==> config.mk <==
export PLATFORM = sky130hd
export DESIGN_NAME = snes_pad_reader
export DESIGN_NICKNAME = d
export VERILOG_FILES = /design/src/rtl/snes_pad_reader_pkg.sv /design/src/rtl/snes_pad_reader_sync.sv /design/src/rtl/snes_pad_reader.sv
export SDC_FILE = /design/constraint.sdc
export NUM_CORES = 1
export LEC_CHECK = 0
export CAP_MARGIN = 20
export CELL_PAD_IN_SITES_DETAIL_PLACEMENT = 1
export CELL_PAD_IN_SITES_GLOBAL_PLACEMENT = 2
export CORE_AREA = 2 2 136 72
export CTS_CLUSTER_SIZE = 24
export DETAILED_ROUTE_END_ITERATION = 10
export DIE_AREA = 0 0 138 74
export PLACE_DENSITY = 0.78
export REMOVE_ABC_BUFFERS = 1
export SKIP_CTS_REPAIR_TIMING = 1
export SLEW_MARGIN = 10
export SYNTH_ARGS = -nofsm -noshare
export SYNTH_HDL_FRONTEND = slang
export SYNTH_SLANG_ARGS = --single-unit
==> constraint.sdc <==
create_clock -name Clock -period 5.8 [get_ports Clock]
set_input_delay 1.74 -clock Clock [delete_from_list [all_inputs] [get_ports Clock]]
set_output_delay 1.74 -clock Clock [all_outputs]
set_load 0.1 [all_outputs]
==> src/rtl/snes_pad_reader_pkg.sv <==
// Shared types and constants for the SNES/NES controller reader.
package pad_pkg;

  typedef enum logic [2:0] {
    IDLE,
    LATCH,
    BIT_HIGH,
    BIT_LOW,
    DONE
  } pad_state_t;

  localparam int unsigned SNES_BITS = 16;
  localparam int unsigned NES_BITS  = 8;

  // Button positions in the serial frame (SNES name / NES name where they differ)
  localparam int unsigned BTN_B_A    = 0;
  localparam int unsigned BTN_Y_B    = 1;
  localparam int unsigned BTN_SELECT = 2;
  localparam int unsigned BTN_START  = 3;
  localparam int unsigned BTN_UP     = 4;
  localparam int unsigned BTN_DOWN   = 5;
  localparam int unsigned BTN_LEFT   = 6;
  localparam int unsigned BTN_RIGHT  = 7;
  localparam int unsigned BTN_A      = 8;
  localparam int unsigned BTN_X      = 9;
  localparam int unsigned BTN_L      = 10;
  localparam int unsigned BTN_R      = 11;

  // A real SNES pad reports bits 12..15 as released; a floating NES line reads all pressed.
  function automatic logic frame_readable(input logic [15:0] pressed, input logic snes);
    if (snes) return (pressed[15:12] == 4'b0000);
    return (pressed[7:0] != 8'hFF);
  endfunction

endpackage

==> src/rtl/snes_pad_reader_sync.sv <==
// Two-flop synchroniser for the asynchronous pad data line.
module pad_sync (
  input  logic clk,
  input  logic rst,
  input  logic d,
  output logic q
);

  logic meta;

  always_ff @(posedge clk or posedge rst) begin
    if (rst) begin
      meta <= 1'b0;
      q    <= 1'b0;
    end else begin
      meta <= d;
      q    <= meta;
    end
  end

endmodule

==> src/rtl/snes_pad_reader.sv <==
// Polls an SNES (16-bit) or NES (8-bit) controller and publishes the
// decoded, active-high button frame once per poll.
module snes_pad_reader #(
  parameter int unsigned LATCH_CYCLES    = 600,
  parameter int unsigned HALF_BIT_CYCLES = 300,
  parameter int unsigned POLL_CYCLES     = 833333
) (
  input  logic        Clock,
  input  logic        Reset,
  input  logic        Is_Snes,
  input  logic        Pad_Data,
  output logic        Pad_Latch,
  output logic        Pad_Clock,
  output logic [15:0] Buttons,
  output logic        NU,
  output logic        ND,
  output logic        NL,
  output logic        NR,
  output logic        NReadable
);

  import pad_pkg::*;

  localparam int unsigned POLL_W    = (POLL_CYCLES > 1) ? $clog2(POLL_CYCLES) : 1;
  localparam int unsigned PHASE_MAX = (LATCH_CYCLES > HALF_BIT_CYCLES) ? LATCH_CYCLES : HALF_BIT_CYCLES;
  localparam int unsigned PHASE_W   = (PHASE_MAX > 1) ? $clog2(PHASE_MAX) : 1;

  pad_state_t         state;
  pad_state_t         state_next;
  logic [POLL_W-1:0]  poll_cnt;
  logic [PHASE_W-1:0] phase_cnt;
  logic [3:0]         bit_idx;
  logic               frame_snes;
  logic [15:0]        shift;
  logic               data_s;
  logic               poll_done;
  logic               phase_done;
  logic               last_bit;

  pad_sync u_sync (
    .clk (Clock),
    .rst (Reset),
    .d   (Pad_Data),
    .q   (data_s)
  );

  always_comb begin
    poll_done  = (poll_cnt == POLL_W'(POLL_CYCLES - 1));
    phase_done = (state == LATCH) ? (phase_cnt == PHASE_W'(LATCH_CYCLES - 1))
                                  : (phase_cnt == PHASE_W'(HALF_BIT_CYCLES - 1));
    last_bit   = (bit_idx == (frame_snes ? 4'(SNES_BITS - 1) : 4'(NES_BITS - 1)));
  end

  always_ff @(posedge Clock or posedge Reset) begin
    if (Reset) state <= IDLE;
    else       state <= state_next;
  end

  always_comb begin
    state_next = state;
    unique case (state)
      IDLE:     if (poll_done)  state_next = LATCH;
      LATCH:    if (phase_done) state_next = BIT_HIGH;
      BIT_HIGH: if (phase_done) state_next = last_bit ? DONE : BIT_LOW;
      BIT_LOW:  if (phase_done) state_next = BIT_HIGH;
      DONE:                     state_next = IDLE;
      default:                  state_next = IDLE;
    endcase
  end

  always_comb begin
    Pad_Latch = (state == LATCH);
    Pad_Clock = (state != BIT_LOW);
  end

  // Phase counter restarts on every state change so each phase lasts exactly its limit.
  always_ff @(posedge Clock or posedge Reset) begin
    if (Reset) begin
      poll_cnt  <= '0;
      phase_cnt <= '0;
    end else begin
      poll_cnt  <= (state == IDLE && !poll_done) ? poll_cnt + POLL_W'(1) : '0;
      phase_cnt <= (state_next != state || state == IDLE || state == DONE)
                   ? '0 : phase_cnt + PHASE_W'(1);
    end
  end

  always_ff @(posedge Clock or posedge Reset) begin
    if (Reset) begin
      frame_snes <= 1'b0;
      bit_idx    <= '0;
      shift      <= '0;
    end else begin
      if (state == IDLE && poll_done) begin
        frame_snes <= Is_Snes;
        bit_idx    <= '0;
        shift      <= '0;
      end
      if (state == BIT_HIGH && phase_done) shift[bit_idx] <= ~data_s;
      if (state == BIT_LOW && phase_done)  bit_idx <= bit_idx + 4'd1;
    end
  end

  always_ff @(posedge Clock or posedge Reset) begin
    if (Reset) begin
      Buttons   <= '0;
      NU        <= 1'b0;
      ND        <= 1'b0;
      NL        <= 1'b0;
      NR        <= 1'b0;
      NReadable <= 1'b0;
    end else if (state == DONE) begin
      Buttons   <= shift;
      NU        <= shift[BTN_UP];
      ND        <= shift[BTN_DOWN];
      NL        <= shift[BTN_LEFT];
      NR        <= shift[BTN_RIGHT];
      NReadable <= frame_readable(shift, frame_snes);
    end
  end

endmodule
==> results.md <==
- H-tree depth: 3
- Final Setup Violations: 0
- Status: finished, final reports clean
- Sequential-to-total area share from yosys stat: about half
- Worst-skew pair later-pin latency: roughly 0.34 ns
- Critical path peak fanout: 11
- Reg2reg start: phase_cnt[0]
- Layout cells sized above 1: approximately 16%
- Cell variety after synth: 50
- Worst endpoint required time: around 4 ns
- Setup Skew: ~0.0057 ns
- Max Freq: between 200 and 250 MHz
- DRC viols: 0
- Clock group share of total power: 49.9%
- DIE AREA: slightly above 10000 um^2
- Final nets: 370
- Die width: between 100 and 150 um
- CP Launch Type: register
- Family with the most delay on the worst path: buffers and inverters
- Async SR Flop Fraction: 100.0%
- Antenna diodes: 0
- Vias: about 2600
- Slowest CP cell: clkdlybuf4s50_1
- Yosys warns: 0
- Vias in the first global route: 2601
- Initial antenna violation count: 0
- Reg power frac: 48.7%
- Total Routing Usage GR: 17.98%
- Final min period: slightly above 4 ns
- CTS tree: done
- Post-route clock period utilization: between 70% and 80%
- PwrDens: ~250 nW/um^2
- Clock Path Buffers: 2
- VDD IR max: between 0.1 and 0.15 mV
- Syn Area/Cell: 10.73 um^2
- Hold Vio Cnt, Final: 0
- Synthesized area: 3596 um^2
- Initial Util: 39.64%
- Vias/cell: ~5.4
- Layout fillers: between 900 and 1000
- Core ar.: between 9000 and 10000 um^2
- Sw Pwr: 0.0002268 W
- Routed wire length: around 8.5 mm
- Logic pwr share: 1.4%
- Main synth FF type: dfrtp_1
- Worst hold slack: 0.3500 ns
- Buf/Inv on CP: 1
- Largest net degree at the start of global routing: 48
- Delay of the slowest critical-path stage: 1.19 ns
- Synth Instances: ~340
- Global route overflow: 0
- Hold_sp: u_sync.meta
- TritonCTS Buffers: 9
- Lkg Pwr: approximately 1.8 nW
- Synth area leaders: dfrtp_1, mux2_2, xor2_1
- Crit path from: state[1]
- P_int: between 0.0008 and 0.0009 W
- Number of flops mapped to enable cells by yosys: 0
- CP arrival: approximately 2.4 ns
- WL/cell: 17.48 um
- PortBufs: 26
- Cell taking the most area after synthesis: dfrtp_1
- MaxCap Viol Count: 0
- Num rows: 25
- Worst Max-Slew Pin Slew: between 0.9 and 1 ns
- Top cell type's share of synthesized area: between 50% and 60%
- Layout area overhead: 17.92%
- DP HPWL: slightly above 6 mm
- I/O pin cnt: 27
- First-pass GRT wire length: between 10 and 15 mm
- #FFs+latches synth: 73
- CTS clk-pin slew, worst paths: ~0.06 ns
- RSZ-0062 raised after global routing: false
- Most common cell in the netlist: dfrtp_1
- Global placer's final weighted congestion: ~0.83
- ANT nets after route: 0
- Final setup TNS: 0 ns
- Iter 0 DRT Violations: around 160
- Hold Crit Class: reg2reg
- Slew Limit Headroom: 34.16%
- Worst Path Class, Setup: reg2out
- DR pass1 iterations: 4
- CTS Root Cell: clkbuf_16
- CTS sink cnt: between 70 and 80
- Switching portion of total power: between 20% and 30%
- Top post-synthesis cells by count: dfrtp_1, nor2_1, nand3_1, nand2_1, mux2_2
- Slew Limit Fails: 0
- Worst path cell trace: nor3b_1 -> clkdlybuf4s50_1
- CP endpoint kind: output pin
- Die height: 74 um
==> cells in the final DEF, fill, tap and decap left out, types with 2 or more instances in the layout <==
| cell type | n |
|---|---|
| dfrtp_1 | 73 |
| clkinvlp_4 | 3 |
| and3_1 | 6 |
| o21ai_0 | 4 |
| nor2_1 | 31 |
| nand2b_1 | 4 |
| ha_1 | 7 |
| buf_4 | 3 |
| nand3_1 | 24 |
| clkdlybuf4s50_1 | 26 |
| mux2i_1 | 4 |
| clkbuf_8 | 2 |
| xnor2_1 | 13 |
| nand2_1 | 21 |
| nor3_1 | 9 |
| and2_4 | 2 |
| o21ai_2 | 4 |
| nor3b_1 | 2 |
| or3_1 | 2 |
| and2_1 | 2 |
| clkbuf_16 | 9 |
| nor4_2 | 2 |
| or2_2 | 2 |
| xor2_1 | 16 |
| inv_1 | 12 |
| mux2_2 | 17 |
| and4_1 | 3 |
| nand3_2 | 5 |
| o41ai_1 | 2 |
| o211ai_1 | 8 |
| nand4_1 | 13 |
| o31ai_1 | 10 |
==> routing by layer <==
metal	GRT usage, %	share of wire (%)
met3	4.958	5.3
met5	0	0
met1	27.44	55
met2	24.59	39
met4	5.782	0.87
==> flip-flops by register name (all words and copies together) (netlist names) <==
signal	count
Buttons	16
NReadable	1
bit_idx	4
frame_snes	1
phase_cnt	10
poll_cnt	20
shift	16
state	3
u_sync.meta	1
u_sync.q	1
==> cell type report <==
type | count | area, um^2 | share of cell area (%)
inverters | 13 | 48.80 | 1.151
multi-input cells | 232 | 1627 | 38.36
flip-flops and latches | 73 | 1827 | 43.08
clock inverters | 4 | 27.53 | 0.6492
repair buffers | 30 | 302.8 | 7.141
clock buffers | 12 | 256.5 | 6.049
well taps | 121 | 151.4 | 3.570
==> per-stage QoR <==
step / setup WS (ns) / total power (W) / cell area, um^2 / util [%] / instances
2_1_floorplan: 1.301 / 0.0005293 / 3497 / - / 318
3_3_place_gp: 2.089 / 0.0005360 / 3936 / 43.39 / 468
3_5_place_dp: 2.050 / 0.0005363 / 3936 / 43.39 / 468
4_1_cts: 1.683 / 0.001069 / 4220 / 46.52 / 484
5_1_grt: 1.629 / 0.001093 / 4240 / 46.74 / 485
6_report: 1.709 / 0.001054 / 4240 / 46.74 / 485
==> power groups by stage <==
stage	Combinational [W]	Sequential, W	Clock, W
5_1_grt	0.0000176	0.000513	0.000563
2_1_floorplan	0.00000826	0.000521	0
6_report	0.0000149	0.000513	0.000526
3_3_place_gp	0.0000140	0.000522	0
3_5_place_dp	0.0000143	0.000522	0
4_1_cts	0.0000144	0.000513	0.000541
==> final timing paths <==
kind                                end  slack [ns]  cells after the start
max                           Pad_Latch        1.71                      2
min                            u_sync.q        0.35                      0
max reg2reg                   shift[11]        3.36                      6
min reg2reg                    u_sync.q        0.35                      0
max in group asynchronous  phase_cnt[4]        3.29                      3
min in group asynchronous   poll_cnt[5]        1.75                      2
==> cell families after synthesis <==
kind of cell / Yosys count / synth area share [%]
simple gates: 142 / 22.34
flops: 73 / 50.80
compound gates: 33 / 6.820
buf+inv: 30 / 4.106
xor+xnor: 29 / 7.063
mux: 21 / 6.437
fa+ha+maj: 7 / 2.436
Power figures use the tool's default switching activity.
==> patch 1: new RTL, config.mk and constraints unchanged <==
The 5 states of `pad_state_t` get a Gray code encoding in 3 bits.
--- a/src/rtl/snes_pad_reader_pkg.sv
+++ b/src/rtl/snes_pad_reader_pkg.sv
@@ -2,11 +2,11 @@
 package pad_pkg;
 
   typedef enum logic [2:0] {
-    IDLE,
-    LATCH,
-    BIT_HIGH,
-    BIT_LOW,
-    DONE
+    IDLE     = 3'b000,
+    LATCH    = 3'b001,
+    BIT_HIGH = 3'b011,
+    BIT_LOW  = 3'b010,
+    DONE     = 3'b110
   } pad_state_t;
 
   localparam int unsigned SNES_BITS = 16;
Check against the original RTL: same outputs for any inputs over 10 cycles, from zero or initial values and one cycle with Reset high; not proved beyond that.
==> patch 1 against the unedited design <==
- routed wire length up 7.5%
- final area fell by 0.41%
- sequential cell count is the same
- count of clock-buffer cells in the layout decreased by 2
- clock skew down 0.00091 ns
- core utilization shrank 0.19 points
- worst setup slack lost 0.091 ns
- synthesized area is 1.0% lower
- via count is 1.7% higher
- power grew 6.8%
- critical path type unchanged
==> patch 1: results (changes against the unedited design) <==
status=completed; Post-synth top flop=dfrtp_1; Hold Crit Class=flip-flop to flip-flop; largest registers=poll_cnt (20), Buttons (16), shift (16); RePlAce Congestion=0.850 (+2.9%); Register-to-Register Setup Slack=3.15 ns (-0.21 ns); Critical Path Fanout Max=18 (+7); Synth area leaders=dfrtp_1, mux2_2, mux2i_1, nand4_1, o21ai_0; synth cell count leaders=dfrtp_1, nor2_1, nand4_1, o21ai_0, nand3_1; Final Skew=0.00475 ns (-0.000905 ns); Max clock buf depth=2 (unchanged); Via density=5.50 (+2.3%); Distinct cells, synth=42 (-16%); Global Route Usage Sum=0.195 (+0.0153); Initial DRC Count=143 (-12%); Layout Nets=368 (-0.54%); antenna diode count=0 (unchanged); Slew headroom=0.348 (+0.00609); Synth Area in Compound Gates=0.0903 (+0.0221); WL final=9120 um (+7.5%); met2 usage=0.276 (+0.0297); post-synthesis adder-cell area fraction=0.0246 (+0.000248); total CTS buffers=9 (unchanged); Max Cap Violations=0 (unchanged); vias in the first global route=2,707 (+4.1%); Internal Power=0.899 mW (+8.7%); post-synthesis xor/xnor area fraction=0.0541 (-0.0165); GRT met1 Usage=0.295 (+0.0201); Skew-Pair Late Insertion Delay=0.34 ns (about the same); htree depth=3 (unchanged); HPWL after DPL=6320 um (+1.3%); clk root buf=clkbuf_16; mux contribution to synthesized area=0.0998 (+0.0355); fill count=995 (+0.51%); Worst VDD drop=0.150 mV (+10%); global-route wire length before repair=15,100 um (+8.4%); post-synthesis sequential area ratio=0.513 (+0.00518); M3 GR Usage=0.0554 (+0.00580); Critical Path AT=2.44 ns (+0.09 ns); share of cells above drive strength 1=0.116 (-0.0457); largest net degree at the start of global routing=45 (-6.3%); Pleak=1.88 nW (+3.3%); Port Buffers=26 (unchanged)
patch 1: area by class of cell:
cell class | count | area (sq um) | share of cell area
clock buffers | 10 | 239 | 0.0566
clock inverters | 5 | 80.1 | 0.0190
inverters | 14 | 52.6 | 0.0124
multi-input cells | 229 | 1580 | 0.375
flip-flops and latches | 73 | 1830 | 0.433
well taps | 121 | 151 | 0.0359
repair buffers | 30 | 290 | 0.0687
patch 1: path summary, 6_finish.rpt:
| path | depth (start not counted) | startpoint | to |
|---|---|---|---|
| setup reg to reg | 4 | poll_cnt[3]$_DFF_PP0_ | frame_snes$_DFFE_PP0P_ |
| min in group asynchronous | 2 | Reset | poll_cnt[15]$_DFF_PP0_ |
| hold / removal | 0 | u_sync.meta$_DFF_PP0_ | u_sync.q$_DFF_PP0_ |
| max in group asynchronous | 3 | Reset | poll_cnt[8]$_DFF_PP0_ |
| setup / recovery | 4 | state[0]$_DFF_PP0_ | Pad_Latch |
| hold reg to reg | 0 | u_sync.meta$_DFF_PP0_ | u_sync.q$_DFF_PP0_ |
patch 1: worst max-delay path, cell delays in order, from the launching register on:
cell and delay [ns]:
dfrtp_1 0.44, nor2b_1 0.16, buf_4 0.23, and2_1 0.15, clkdlybuf4s50_1 1.12
patch 1: power groups by stage:
stage | clock (mW) | combinational [mW] | sequential, mW
CTS | 0.612 | 0.0153 | 0.513
finish | 0.598 | 0.0143 | 0.513
detailed placement | 0 | 0.0153 | 0.522
global placement | 0 | 0.0151 | 0.522
floorplan | 0 | 0.00847 | 0.521
global route | 0.642 | 0.0168 | 0.513
patch 1: routing by layer:
metal	part of all wire	wire length (um)	up-vias
li1	-	-	1247
met1	0.56	5130	1359
met2	0.39	3570	43
met3	0.039	356	4
met4	0.0063	57	0
met5	0	0	-
patch 1: cell families (layout without fill, tap and decap cells):
logic type               Yosys count  after routing
multiplexers                      33             33
buffers and inverters             35             59
AO/OA/AOI/OAI                     52             52
AND/OR/NAND/NOR                  115            115
adder cells (fa/ha/maj)            7              7
flip-flops                        73             73
XOR/XNOR                          22             22
patch 1: per-stage QoR:
step           instances  hold WS, ns  worst slack, ns  power [mW]  instance area [sq um]
6_report             482        0.347             1.62        1.13                   4220
5_1_grt              482        0.356             1.51        1.17                   4220
4_1_cts              482        0.349             1.60        1.14                   4220
3_5_place_dp         467        0.336             1.95       0.538                   3900
3_3_place_gp         467        0.335             1.99       0.537                   3900
2_1_floorplan        316        0.331             2.14       0.530                   3460
==> patch 2: new RTL, same settings <==
Without the edit above. `POLL_CYCLES`: 833333 -> 1666666.
--- a/src/rtl/snes_pad_reader.sv
+++ b/src/rtl/snes_pad_reader.sv
@@ -3,7 +3,7 @@
 module snes_pad_reader #(
   parameter int unsigned LATCH_CYCLES    = 600,
   parameter int unsigned HALF_BIT_CYCLES = 300,
-  parameter int unsigned POLL_CYCLES     = 833333
+  parameter int unsigned POLL_CYCLES     = 1666666
 ) (
   input  logic        Clock,
   input  logic        Reset,
Check against the original RTL: same outputs for any inputs over 10 cycles, from zero or initial values and one cycle with Reset high; that may be too few to reach the edited logic, so the function may still have changed.
==> patch 2 against the unedited design <==
- count of clock-buffer cells in the layout is 1 lower
- final area is 2.8% higher
- sequential cell count is 1 higher
- power is 13% higher
- routed wire length is 0.60% higher
- core utilization is 1.3 points higher
- worst setup slack worse by 0.097 ns
- final cell count is 0.21% higher
- synthesized area is 1.5% higher
- register-to-register slack better by 0.19 ns
- largest cell class unchanged
==> patch 2: results (changes against the unedited design) <==
largest registers=poll_cnt (21), Buttons (16), shift (16); worst-margin pin slew=0.973 ns (-0.0110 ns); fin cells=486 (+0.21%); nonclk buf count=27 (-10%); global-route wire length before repair=14,200 um (+1.5%); share of cells above drive strength 1=0.132 (-0.0306); WHS=0.373 ns (+0.0235 ns); routed wl met2=3480 um (+4.6%); multi-input gate share of the layout cell area=0.393 (+0.00917); Distinct cells, synth=45 (-10%); Internal Power=0.962 mW (+16%); WL final=8530 um (+0.60%); P&R area growth vs syn=19.4%; number of clock buffers in the layout=11 (-1); GRT met1 Usage=0.274 (-0.000444); Pleak=1.97 nW (+8.4%); multi-input gates=242 (+4.3%); status=completed; vias=2,572 (-1.4%); met3 WL=353 um (-22%); DP Cell Count=470 (+0.43%); RePlAce Congestion=0.798 (-3.4%); synth cell count leaders=dfrtp_1, nand2_1, nor2_1; HPWL after DPL=5930 um (-4.9%); Layout Nets=371 (+0.27%); Reg-to-Reg Start=poll_cnt[15]$_DFF_PP0_; Seq pwr share=0.437 (-0.050); switching share of power=0.190 (-0.0256); Register-to-Register Setup Slack=3.55 ns (+0.19 ns); Synth area leaders=dfrtp_1, mux2_2, mux2i_1, xor2_1, nand2_1; largest net degree at the start of global routing=45 (-6.3%)
[patch 2: cell types whose count changed in the layout (fill, tap and decap cells not counted), moves of 3 or more]
cell        delta
nand3b_1       +8
clkinvlp_4     -3
nand3_2        -3
nand2_1       +16
bufinv_16      +3
o211ai_1       -8
nor2_1         +6
o21ai_2        -3
nand3_1        -5
o31ai_1        -9
inv_1          -7
mux2i_1       +14
[patch 2: cells by family after synthesis]
| group | Yosys count | synth area share |
|---|---|---|
| simple gates | 158 | 0.243 |
| flops | 74 | 0.507 |
| mux | 36 | 0.105 |
| xor+xnor | 28 | 0.0672 |
| buf+inv | 19 | 0.0247 |
| compound gates | 13 | 0.0285 |
| fa+ha+maj | 7 | 0.0240 |
[patch 2: critical path: stages, from the launching register on]
cell	delay, ns
dfrtp_1	0.46
nor3b_1	0.42
clkdlybuf4s50_1	1.22
